==> src/rtl/id_pkg.sv <==
// Shared definitions for the decode-stage operand fetch: instruction field
// positions, the bypass-source selector and the hard-wired zero register.
package id_pkg;

  localparam int unsigned RS_MSB  = 25;
  localparam int unsigned RS_LSB  = 21;
  localparam int unsigned RT_MSB  = 20;
  localparam int unsigned RT_LSB  = 16;
  localparam int unsigned RD_MSB  = 15;
  localparam int unsigned RD_LSB  = 11;
  localparam int unsigned IMM_MSB = 15;
  localparam int unsigned IMM_LSB = 0;

  localparam logic [4:0] REG_ZERO = 5'd0;

  typedef enum logic [1:0] {
    FWD_RF  = 2'd0,
    FWD_WB  = 2'd1,
    FWD_MEM = 2'd2,
    FWD_EX  = 2'd3
  } fwd_sel_t;

endpackage

==> src/rtl/id_fwd_mux.sv <==
// Per-operand source select (EX > MEM > WB > RF) and hazard detection.
// Full forwarding only when ID_BYPASS_EN is defined; otherwise any match stalls.
module id_fwd_mux
  import id_pkg::*;
#(
  parameter int unsigned DATA_W = 32
) (
  input  logic [4:0]        src,
  input  logic              use_op,
  input  logic [DATA_W-1:0] rf_data,
  input  logic              ex_valid,
  input  logic [4:0]        ex_dest,
  input  logic [DATA_W-1:0] ex_data,
  input  logic              ex_ready,
  input  logic              mem_valid,
  input  logic [4:0]        mem_dest,
  input  logic [DATA_W-1:0] mem_data,
  input  logic              mem_ready,
  input  logic              wb_valid,
  input  logic [4:0]        wb_dest,
  input  logic [DATA_W-1:0] wb_data,
  output logic [DATA_W-1:0] op,
  output logic              hazard
);

  logic     nonzero;
  fwd_sel_t sel;

  always_comb begin
    nonzero = (src != REG_ZERO);
    sel     = FWD_RF;
    if (nonzero && ex_valid && (ex_dest == src))
      sel = FWD_EX;
    else if (nonzero && mem_valid && (mem_dest == src))
      sel = FWD_MEM;
    else if (nonzero && wb_valid && (wb_dest == src))
      sel = FWD_WB;
  end

`ifdef ID_BYPASS_EN
  always_comb begin
    op     = rf_data;
    hazard = 1'b0;
    case (sel)
      FWD_EX: begin
        op     = ex_data;
        hazard = use_op && !ex_ready;
      end
      FWD_MEM: begin
        op     = mem_data;
        hazard = use_op && !mem_ready;
      end
      FWD_WB:  op = wb_data;
      default: op = rf_data;
    endcase
    if (!nonzero)
      op = '0;
  end
`else
  always_comb begin
    op     = nonzero ? rf_data : '0;
    hazard = use_op && (sel != FWD_RF);
  end

  logic unused_bypass;
  assign unused_bypass = ^{ex_data, ex_ready, mem_data, mem_ready, wb_data};
`endif

endmodule

==> src/rtl/id_operand_fetch.sv <==
// Decode operand fetch with bypass resolution and ID/EX valid/ready latch.
// Forwarding muxes present only when ID_BYPASS_EN is defined.
module id_operand_fetch
  import id_pkg::*;
#(
  parameter int unsigned DATA_W = 32,
  parameter int unsigned CNT_W  = 16
) (
  input  logic              CLK,
  input  logic              RESET,
  input  logic              InValid,
  output logic              InReady,
  input  logic [31:0]       InInstr,
  input  logic [31:0]       InPC,
  input  logic              InUseA,
  input  logic              InUseB,
  input  logic              InUseC,
  input  logic              InWrites,
  input  logic              InIsLoad,
  input  logic [4:0]        InDest,
  input  logic              InZeroExt,
  output logic [4:0]        RegA1,
  output logic [4:0]        RegB1,
  output logic [4:0]        RegC1,
  input  logic [DATA_W-1:0] DataA1,
  input  logic [DATA_W-1:0] DataB1,
  input  logic [DATA_W-1:0] DataC1,
  input  logic [DATA_W-1:0] ExResult,
  input  logic              ExResultValid,
  input  logic              MemValid,
  input  logic              MemWrites,
  input  logic              MemDataValid,
  input  logic [4:0]        MemDest,
  input  logic [DATA_W-1:0] MemData,
  input  logic              Write1,
  input  logic [4:0]        WriteReg1,
  input  logic [DATA_W-1:0] WriteData1,
  input  logic              Flush,
  output logic              OutValid,
  input  logic              OutReady,
  output logic [DATA_W-1:0] OutOpA,
  output logic [DATA_W-1:0] OutOpB,
  output logic [DATA_W-1:0] OutOpC,
  output logic [DATA_W-1:0] OutImm,
  output logic [31:0]       OutPC,
  output logic [4:0]        OutDest,
  output logic              OutWrites,
  output logic              OutIsLoad,
  output logic [CNT_W-1:0]  StallCount
);

  logic [15:0]       imm;
  logic [DATA_W-1:0] imm_ext;
  logic [DATA_W-1:0] op_a, op_b, op_c;
  logic              haz_a, haz_b, haz_c, hazard, load;
  logic              ex_valid, mem_valid;

  logic              out_valid_q, out_valid_d;
  logic [DATA_W-1:0] out_op_a_q, out_op_a_d;
  logic [DATA_W-1:0] out_op_b_q, out_op_b_d;
  logic [DATA_W-1:0] out_op_c_q, out_op_c_d;
  logic [DATA_W-1:0] out_imm_q, out_imm_d;
  logic [31:0]       out_pc_q, out_pc_d;
  logic [4:0]        out_dest_q, out_dest_d;
  logic              out_writes_q, out_writes_d;
  logic              out_is_load_q, out_is_load_d;
  logic [CNT_W-1:0]  stall_cnt_q, stall_cnt_d;

  assign RegA1     = InInstr[RS_MSB:RS_LSB];
  assign RegB1     = InInstr[RT_MSB:RT_LSB];
  assign RegC1     = InInstr[RD_MSB:RD_LSB];
  assign imm       = InInstr[IMM_MSB:IMM_LSB];
  assign imm_ext   = InZeroExt ? {{(DATA_W-16){1'b0}}, imm} : {{(DATA_W-16){imm[15]}}, imm};
  assign ex_valid  = out_valid_q && out_writes_q;
  assign mem_valid = MemValid && MemWrites;

  id_fwd_mux #(.DATA_W(DATA_W)) u_fwd_a (
    .src(RegA1), .use_op(InUseA), .rf_data(DataA1),
    .ex_valid(ex_valid), .ex_dest(out_dest_q), .ex_data(ExResult), .ex_ready(ExResultValid),
    .mem_valid(mem_valid), .mem_dest(MemDest), .mem_data(MemData), .mem_ready(MemDataValid),
    .wb_valid(Write1), .wb_dest(WriteReg1), .wb_data(WriteData1),
    .op(op_a), .hazard(haz_a)
  );

  id_fwd_mux #(.DATA_W(DATA_W)) u_fwd_b (
    .src(RegB1), .use_op(InUseB), .rf_data(DataB1),
    .ex_valid(ex_valid), .ex_dest(out_dest_q), .ex_data(ExResult), .ex_ready(ExResultValid),
    .mem_valid(mem_valid), .mem_dest(MemDest), .mem_data(MemData), .mem_ready(MemDataValid),
    .wb_valid(Write1), .wb_dest(WriteReg1), .wb_data(WriteData1),
    .op(op_b), .hazard(haz_b)
  );

  id_fwd_mux #(.DATA_W(DATA_W)) u_fwd_c (
    .src(RegC1), .use_op(InUseC), .rf_data(DataC1),
    .ex_valid(ex_valid), .ex_dest(out_dest_q), .ex_data(ExResult), .ex_ready(ExResultValid),
    .mem_valid(mem_valid), .mem_dest(MemDest), .mem_data(MemData), .mem_ready(MemDataValid),
    .wb_valid(Write1), .wb_dest(WriteReg1), .wb_data(WriteData1),
    .op(op_c), .hazard(haz_c)
  );

  always_comb begin
    hazard  = haz_a || haz_b || haz_c;
    InReady = Flush || (!hazard && (!out_valid_q || OutReady));
    load    = InValid && InReady && !Flush;

    out_valid_d   = out_valid_q;
    out_op_a_d    = out_op_a_q;
    out_op_b_d    = out_op_b_q;
    out_op_c_d    = out_op_c_q;
    out_imm_d     = out_imm_q;
    out_pc_d      = out_pc_q;
    out_dest_d    = out_dest_q;
    out_writes_d  = out_writes_q;
    out_is_load_d = out_is_load_q;

    // Flush beats load; a drained latch with no new load becomes a bubble.
    if (Flush) begin
      out_valid_d = 1'b0;
    end else if (load) begin
      out_valid_d   = 1'b1;
      out_op_a_d    = op_a;
      out_op_b_d    = op_b;
      out_op_c_d    = op_c;
      out_imm_d     = imm_ext;
      out_pc_d      = InPC;
      out_dest_d    = InDest;
      out_writes_d  = InWrites;
      out_is_load_d = InIsLoad;
    end else if (OutReady) begin
      out_valid_d = 1'b0;
    end

    stall_cnt_d = stall_cnt_q;
    if (InValid && hazard && !Flush && (stall_cnt_q != '1))
      stall_cnt_d = stall_cnt_q + 1'b1;
  end

  always_ff @(posedge CLK or negedge RESET) begin
    if (!RESET) begin
      out_valid_q   <= 1'b0;
      out_op_a_q    <= '0;
      out_op_b_q    <= '0;
      out_op_c_q    <= '0;
      out_imm_q     <= '0;
      out_pc_q      <= '0;
      out_dest_q    <= '0;
      out_writes_q  <= 1'b0;
      out_is_load_q <= 1'b0;
      stall_cnt_q   <= '0;
    end else begin
      out_valid_q   <= out_valid_d;
      out_op_a_q    <= out_op_a_d;
      out_op_b_q    <= out_op_b_d;
      out_op_c_q    <= out_op_c_d;
      out_imm_q     <= out_imm_d;
      out_pc_q      <= out_pc_d;
      out_dest_q    <= out_dest_d;
      out_writes_q  <= out_writes_d;
      out_is_load_q <= out_is_load_d;
      stall_cnt_q   <= stall_cnt_d;
    end
  end

  assign OutValid   = out_valid_q;
  assign OutOpA     = out_op_a_q;
  assign OutOpB     = out_op_b_q;
  assign OutOpC     = out_op_c_q;
  assign OutImm     = out_imm_q;
  assign OutPC      = out_pc_q;
  assign OutDest    = out_dest_q;
  assign OutWrites  = out_writes_q;
  assign OutIsLoad  = out_is_load_q;
  assign StallCount = stall_cnt_q;

endmodule

==> config.mk <==
export PLATFORM = sky130hd
export DESIGN_NAME = id_operand_fetch
export DESIGN_NICKNAME = d
export VERILOG_FILES = /design/src/rtl/id_pkg.sv /design/src/rtl/id_fwd_mux.sv /design/src/rtl/id_operand_fetch.sv
export SDC_FILE = /design/constraint.sdc
export NUM_CORES = 1
export LEC_CHECK = 0
export ABC_CLOCK_PERIOD_IN_PS = 2600
export BUFFER_PORTS_ARGS = -buffer_cell sky130_fd_sc_hd__buf_2
export CORE_AREA = 2 2 189 191
export CTS_CLUSTER_DIAMETER = 120
export CTS_CLUSTER_SIZE = 16
export DETAILED_ROUTE_END_ITERATION = 10
export DIE_AREA = 0 0 191 193
export SETUP_SLACK_MARGIN = 0.4
export SLEW_MARGIN = 20
export SYNTH_ARGS = -nofsm -noshare
export SYNTH_HDL_FRONTEND = slang
export SYNTH_SLANG_ARGS = --single-unit
==> constraint.sdc <==
create_clock -name CLK -period 2.6 [get_ports CLK]
set_input_delay 0.65 -clock CLK [delete_from_list [all_inputs] [get_ports CLK]]
set_output_delay 0.65 -clock CLK [all_outputs]
set_load 0.01 [all_outputs]
==> reports/results.tsv, run 1 <==
metric	value	unit
fin_crit	2.848	ns
io_buffer_count	382	
period_share	109.5	%
grt_use_total	12.86	%
cts_hold_buffers	0	
cts.path.max_buffers	2	
internal-power	0.005545	W
diodes	0	
initial_core_util	22.05	%
ios	487	
crit_path_max_fanout	5	
slew_violations	0	
synth_area_leader_cell	dfrtp_1	
p_sw_share	30.46	%
viasPerCell	4.137	
utilization	32.48	%
rsz0062_at_grt	yes	
dr.pass1.iters	6	
ys_seq_area_share	54.86	%
status	finished with violations	
fmax	351.1	MHz
ant_nets	0	
cts_tree	done	
syn_area	0.007709	mm²
routedWlPerCell	15.27	µm
cap_violations	0	
power_density	702.2	mW/mm²
tns	-0.7234	ns
insertion_delay	0.44	ns
remaining_drc_errors	0	
synthCells	723	
cp-start-kind	primary input	
clock-root-buffer	clkbuf_16	
syn_nets	1011	
nets	1411	
dpl_cell_area	0.01021	mm²
vias	6606	
synth_most_common_cell	dfrtp_1	
netlist_top_cells_count	dfrtp_1 (169), nand3_1 (105), inv_1 (97)	
fin_ws	-0.2480	ns
fp-row-count	69	
first_global_vias	6496	
fin_worst_skew	0.01561	ns
crit_type	in -> out	
fillers	3603	
syn_avg_cell_area	10.66	µm²
core-area	0.03496	mm²
netlist.area_leader.share	54.86	%
fin_area	0.01136	mm²
wl	24.38	mm
cts-htree-levels	4	
drt_iter0_drc	323	
yosysUniqueCellTypes	31	
post-dp-hpwl	17.04	mm
reg2reg_setup_slack	-0.04	ns
power_frac_seq	42.2	%
area_delta_synth_final	47.31	%
layout-drive-gt1-share	48.86	%
synth-seq-cells	169	
switchingPower	0.002429	W
pwr-share-comb	24.7	%
overflow	0	
dieHeight	193	µm
die_area	0.03686	mm²
synthArstFlopShare	100.0	%
netlist_top_cells_area	dfrtp_1 (55%), nand3_1 (6.8%), xor2_1 (5.7%)	
tightest_slew	0.5396	ns
grt_pass1_wl	36.09	mm
antenna_found_initial	0	
cts_sinks	169	
hold_viol	0	
clock_power_share	33.1	%
arrival	2.20	ns
endpoint_kind	output port	
irDropWorstVdd	433.6	µV
die_w	191	µm
numCtsBuffers	17	
synth_edf_count	0	
globalplace.congestion	0.7788	
hold_class	in -> async	
ys.warnings.count	0	
slew_headroom	64.03	%
synth-main-ff-cell	dfrtp_1	
grt_max_degree	51	
violations	negative setup slack	
power_leakage	5.826	nW
setup_viol	31	
cp.required	1.95	ns
clk_pin_slew_worst_paths	0.07	ns
## logic make-up after synthesis
group | synth area share [%]
DFF | 54.86
buffers and inverters | 10.26
xor gates and xnor gates | 6.817
adders and majority gates | 0.1623
AOI/OAI and AO/OA | 7.142
and+or+nand+nor | 11.17
muxes | 9.592
## layout make-up
cell class                 instances  area, µm²  area share, %
clock buffer                      19      442.9          3.900
clock inverter                    13      157.7          1.388
inverter                          97      364.1          3.206
multi-input combinational        389       2855          25.14
sequential                       169       4235          37.30
tap                              461      576.8          5.079
timing repair buffer             449       2724          23.99
## metrics by stage
stage	hold slack, ns	setup WS, ns	power (W)	std cells
4_1_cts	0.1660	-0.2675	0.008050	1587
5_1_grt	0.1832	-0.4495	0.008447	1597
6_report	0.1751	-0.2480	0.007974	1597
3_5_place_dp	0.4753	-0.4390	0.005233	1541
2_1_floorplan	0.3544	0.1907	0.004332	723
3_3_place_gp	0.4673	-0.3967	0.005192	1541
## power by group through the flow
stage	logic, W	registers [W]	clock network, W
after floorplan	0.000724	0.00361	0
after global placement	0.00180	0.00339	0
after detailed placement	0.00183	0.00340	0
after CTS	0.00195	0.00336	0.00274
after global routing	0.00217	0.00342	0.00286
final	0.00197	0.00336	0.00264
## sequential cells by signal, summed over array words and instances, names as in the netlist
| register | count |
|---|---|
| OutOpB | 32 |
| OutOpA | 32 |
| OutValid | 1 |
| OutImm | 17 |
| OutIsLoad | 1 |
| OutOpC | 32 |
| StallCount | 16 |
| OutPC | 32 |
| OutWrites | 1 |
| OutDest | 5 |
## layout by cell type, fill, tap and decap left out, types with 4 or more instances in the layout
master | netlist | routed
and3_1 | 7 | 7
buf_12 | 0 | 9
buf_16 | 0 | 8
buf_2 | 17 | 381
buf_4 | 31 | 43
buf_6 | 4 | 7
clkbuf_16 | 0 | 17
dfrtp_1 | 169 | 164
dfrtp_2 | 0 | 5
inv_1 | 97 | 97
inv_6 | 0 | 4
mux2_2 | 29 | 11
mux2_4 | 26 | 44
nand2_1 | 11 | 11
nand3_1 | 105 | 103
nand4_1 | 9 | 9
nor2_1 | 14 | 11
nor4_1 | 9 | 9
o21ai_0 | 71 | 60
o21ai_1 | 25 | 36
xnor2_1 | 10 | 10
xor2_1 | 50 | 50
## worst max-delay path, cell delays in order
cell and delay (ns):
buf_2 0.16, xor2_1 0.17, nor4_1 0.30, nand4_1 0.20, a31oi_4 0.26, buf_6 0.13, nor3_4 0.04, a21o_1 0.15
buf_2 0.13
## final timing paths
check / start / to / depth (start not counted)
max in group asynchronous: RESET / OutOpC[26]$_DFFE_PN0P_ / 2
worst max register to register: OutDest[4]$_DFFE_PN0P_ / OutPC[22]$_DFFE_PN0P_ / 12
min in group CLK: Flush / OutValid$_DFFE_PN0P_ / 2
worst min register to register: StallCount[9]$_DFFE_PN0P_ / StallCount[9]$_DFFE_PN0P_ / 1
worst min-delay path: RESET / OutImm[9]$_DFFE_PN0P_ / 1
worst max-delay path: InInstr[24] / InReady / 9
## per-layer routing
layer	GRT usage [%]	part of all wire [%]	up-vias	routed length (µm)
li1	-	-	3181	-
met1	15.64	43	3154	10360
met2	21.28	49	242	11850
met3	3.638	6.7	29	1631
met4	5.635	2.2	0	538
met5	0	0	-	0
## what timing repair did
item,CTS,global route
pin swaps,25,24
resized for setup,44,23
setup endpoints to repair,169,169
endpoints found under the hold margin,0,0
buffers inserted,8,10
gates cloned,6,0
Power figures use the tool's default switching activity.
==> inputs of run 2 (changes only) <==
--- a/config.mk
+++ b/config.mk
@@ -5,13 +5,14 @@
 export SDC_FILE = /design/constraint.sdc
 export NUM_CORES = 1
 export LEC_CHECK = 0
+export ABC_AREA = 1
 export ABC_CLOCK_PERIOD_IN_PS = 2600
 export BUFFER_PORTS_ARGS = -buffer_cell sky130_fd_sc_hd__buf_2
-export CORE_AREA = 2 2 189 191
+export CORE_AREA = 2 2 187 189
 export CTS_CLUSTER_DIAMETER = 120
 export CTS_CLUSTER_SIZE = 16
 export DETAILED_ROUTE_END_ITERATION = 10
-export DIE_AREA = 0 0 191 193
+export DIE_AREA = 0 0 189 191
 export SETUP_SLACK_MARGIN = 0.4
 export SLEW_MARGIN = 20
 export SYNTH_ARGS = -nofsm -noshare
==> run 2 against run 1 <==
Net effect: the flow now finishes without violations; synthesized area is 18% higher; synthesized cell count is 74% higher; final cell count is 31% higher; worst hold slack worse by 0.074 ns; clock power is 3% lower; maximum frequency is 12% higher; count of clock-buffer cells in the layout is 1 higher; sequential share of layout area is 4.4 points lower; flip-flop and latch count stayed put; largest cell class unchanged; largest power group unchanged.
==> reports/results.tsv, run 2 <==
metric	value	unit
layout-drive-gt1-share	33.37	%
overflow	0	
setup_viol	0	
ios	487	
fin_worst_skew	0.01602	ns
rr_worst_depth	18	
synthCells	1255	
cp-start-kind	primary input	
cpMaxStageDelayCell	nor2_4	
clk_pin_slew_worst_paths	0.08	ns
cp.required	1.95	ns
path_cells	buf_4 -> inv_1 -> nand2_1 -> nand2_1 -> nor2_1 -> nand3_1 -> nand3_2 -> nand2_2 -> nand2_2 -> nor2_4 -> a21o_1 -> buf_6	
fp-row-count	68	
slowest_delay	0.16	ns
routedWlPerCell	17.21	µm
insertion_delay	0.45	ns
power_density	639.7	mW/mm²
tightest_slew	0.6018	ns
hold_viol	0	
clock-root-buffer	clkbuf_16	
dr.pass1.iters	5	
r2r-start	OutDest[1]$_DFFE_PN0P_	
core-area	0.03412	mm²
die_area	0.03610	mm²
globalplace.congestion	0.9060	
ys_seq_area_share	46.66	%
fmax	394.5	MHz
final_cell_mix	nand2_1 (537), buf_2 (378), nand4_1 (170)	
remaining_drc_errors	0	
syn_area	0.009064	mm²
synth_area_leader_cell	dfrtp_1	
numCtsBuffers	17	
netlist_top_cells_count	nand2_1 (555), nand4_1 (170), dfrtp_1 (169)	
grt_pass1_wl	49.83	mm
cts_tree	done	
final_cell_count_no_fill	2095	
synth_edf_count	0	
drt_iter0_drc	495	
reg2reg_setup_slack	0.29	ns
synth_most_common_cell	nand2_1	
finalPower	0.008227	W
endpoint_kind	output port	
nets	1914	
first_global_vias	8983	
wl	36.05	mm
dieHeight	191	µm
reg2reg_to	OutPC[1]$_DFFE_PN0P_	
yosysUniqueCellTypes	23	
synthArstFlopShare	100.0	%
status	finished, final reports clean	
critPathBufInv	3	
grt_max_degree	100	
critPathTopFamily	simple AND/OR/NAND/NOR gates	
period_share	97.49	%
layout_commonest_cell	nand2_1	
syn_avg_cell_area	7.222	µm²
area_delta_synth_final	41.88	%
cap_violations	0	
dp.cells	2017	
ys.warnings.count	0	
cts-htree-levels	4	
initial_core_util	26.57	%
viasPerCell	4.592	
holdWs	0.1006	ns
fin_crit	2.535	ns
ant_nets	0	
rsz0062_at_grt	yes	
die_w	189	µm
crit_path_max_fanout	6	
vias	9620	
power_leakage	7.739	nW
netlist.area_leader.share	46.66	%
tns	0	ns
arrival	1.88	ns
synth-seq-cells	169	
slew_violations	0	
crit_type	in -> out	
grt_use_total	17.60	%
utilization	37.69	%
antenna_found_initial	4	
synth-main-ff-cell	dfrtp_1	
hold_class	in -> async	
io_buffer_count	382	
fillers	3681	
syn_nets	1543	
cts_sinks	169	
netlist_top_cells_area	dfrtp_1 (47%), nand2_1 (23%), nand4_1 (12%)	
slew_headroom	59.88	%
post-dp-hpwl	23.22	mm
irDropWorstVdd	442.3	µV
cts.path.max_buffers	2	
-- run 2: cell count changes in the layout (fill, tap and decap cells not counted), moves of 14 or more --
| cell | delta |
|---|---|
| nand2_1 | +526 |
| nand4_1 | +161 |
| nand3_1 | -84 |
| o21ai_0 | -53 |
| mux2_4 | -44 |
| xor2_1 | -41 |
| o21ai_1 | -32 |
| inv_1 | +31 |
| nor2_1 | +31 |
| inv_2 | +16 |
| nand2_2 | +16 |
| clkbuf_16 | +14 |
-- run 2: layer usage --
metal	global-route usage, %	wire (µm)	up-vias
met5	0	41	-
li1	-	-	4716
met4	6.671	919	6
met2	29.53	17450	346
met1	21.76	15240	4498
met3	4.424	2395	54
-- run 2: logic make-up after synthesis --
group,count (synthesis),synth area share [%]
DFF,169,46.66
and+or+nand+nor,806,38.74
adders and majority gates,1,0.1380
AOI/OAI and AO/OA,13,0.7454
buffers and inverters,253,12.47
xor gates and xnor gates,13,1.256
-- run 2: worst max-delay path by stage --
stage                                      start      end  depth (start not counted)
after floorplan                      InInstr[24]  InReady                          9
after global placement               InInstr[24]  InReady                         12
after detailed placement             InInstr[24]  InReady                         12
after CTS                 OutDest[4]$_DFFE_PN0P_  InReady                         11
after global routing      OutDest[3]$_DFFE_PN0P_  InReady                         11
final                                InInstr[24]  InReady                         12
-- run 2: area by class of cell --
type | instances | area [µm²] | area share, %
Tap cell | 455 | 569.3 | 4.427
Multi-Input combinational cell | 834 | 3869 | 30.08
Antenna cell | 1 | 2.502 | 0.01946
Clock buffer | 20 | 456.7 | 3.551
Clock inverter | 12 | 115.1 | 0.8951
Timing Repair Buffer | 460 | 3070 | 23.88
Inverter | 144 | 540.5 | 4.203
Sequential cell | 169 | 4237 | 32.94
-- run 2: through the flow --
step	setup WS (ns)	area, µm²
2_1_floorplan	0.2921	9117
3_3_place_gp	0.03526	11410
3_5_place_dp	0.02885	11410
4_1_cts	0.06118	12090
5_1_grt	-0.05306	12860
6_report	0.06523	12860
-- run 2: where the power goes --
part	leakage, nW	switching, W	internal [W]
Sequential	2.12	0.000287	0.00308
Clock	0.279	0.00117	0.00138
Combinational	5.34	0.00134	0.000963
Total	7.74	0.00279	0.00543
-- run 2: timing repair --
| item | in CTS | in global routing |
|---|---|---|
| endpoints found under the setup margin | 8 | 119 |
| resized for setup | 20 | 46 |
| hold buffers | 0 | 0 |
| setup buffers | 10 | 14 |
| pin swaps | 11 | 13 |
| gates cloned | 0 | 21 |
-- run 2: worst register-to-register path, delay by kind of cell (launching register included) --
| family | cells | cell delay [ns] |
|---|---|---|
| simple gates | 11 | 0.86 |
| buf+inv | 7 | 0.90 |
| flops | 1 | 0.47 |
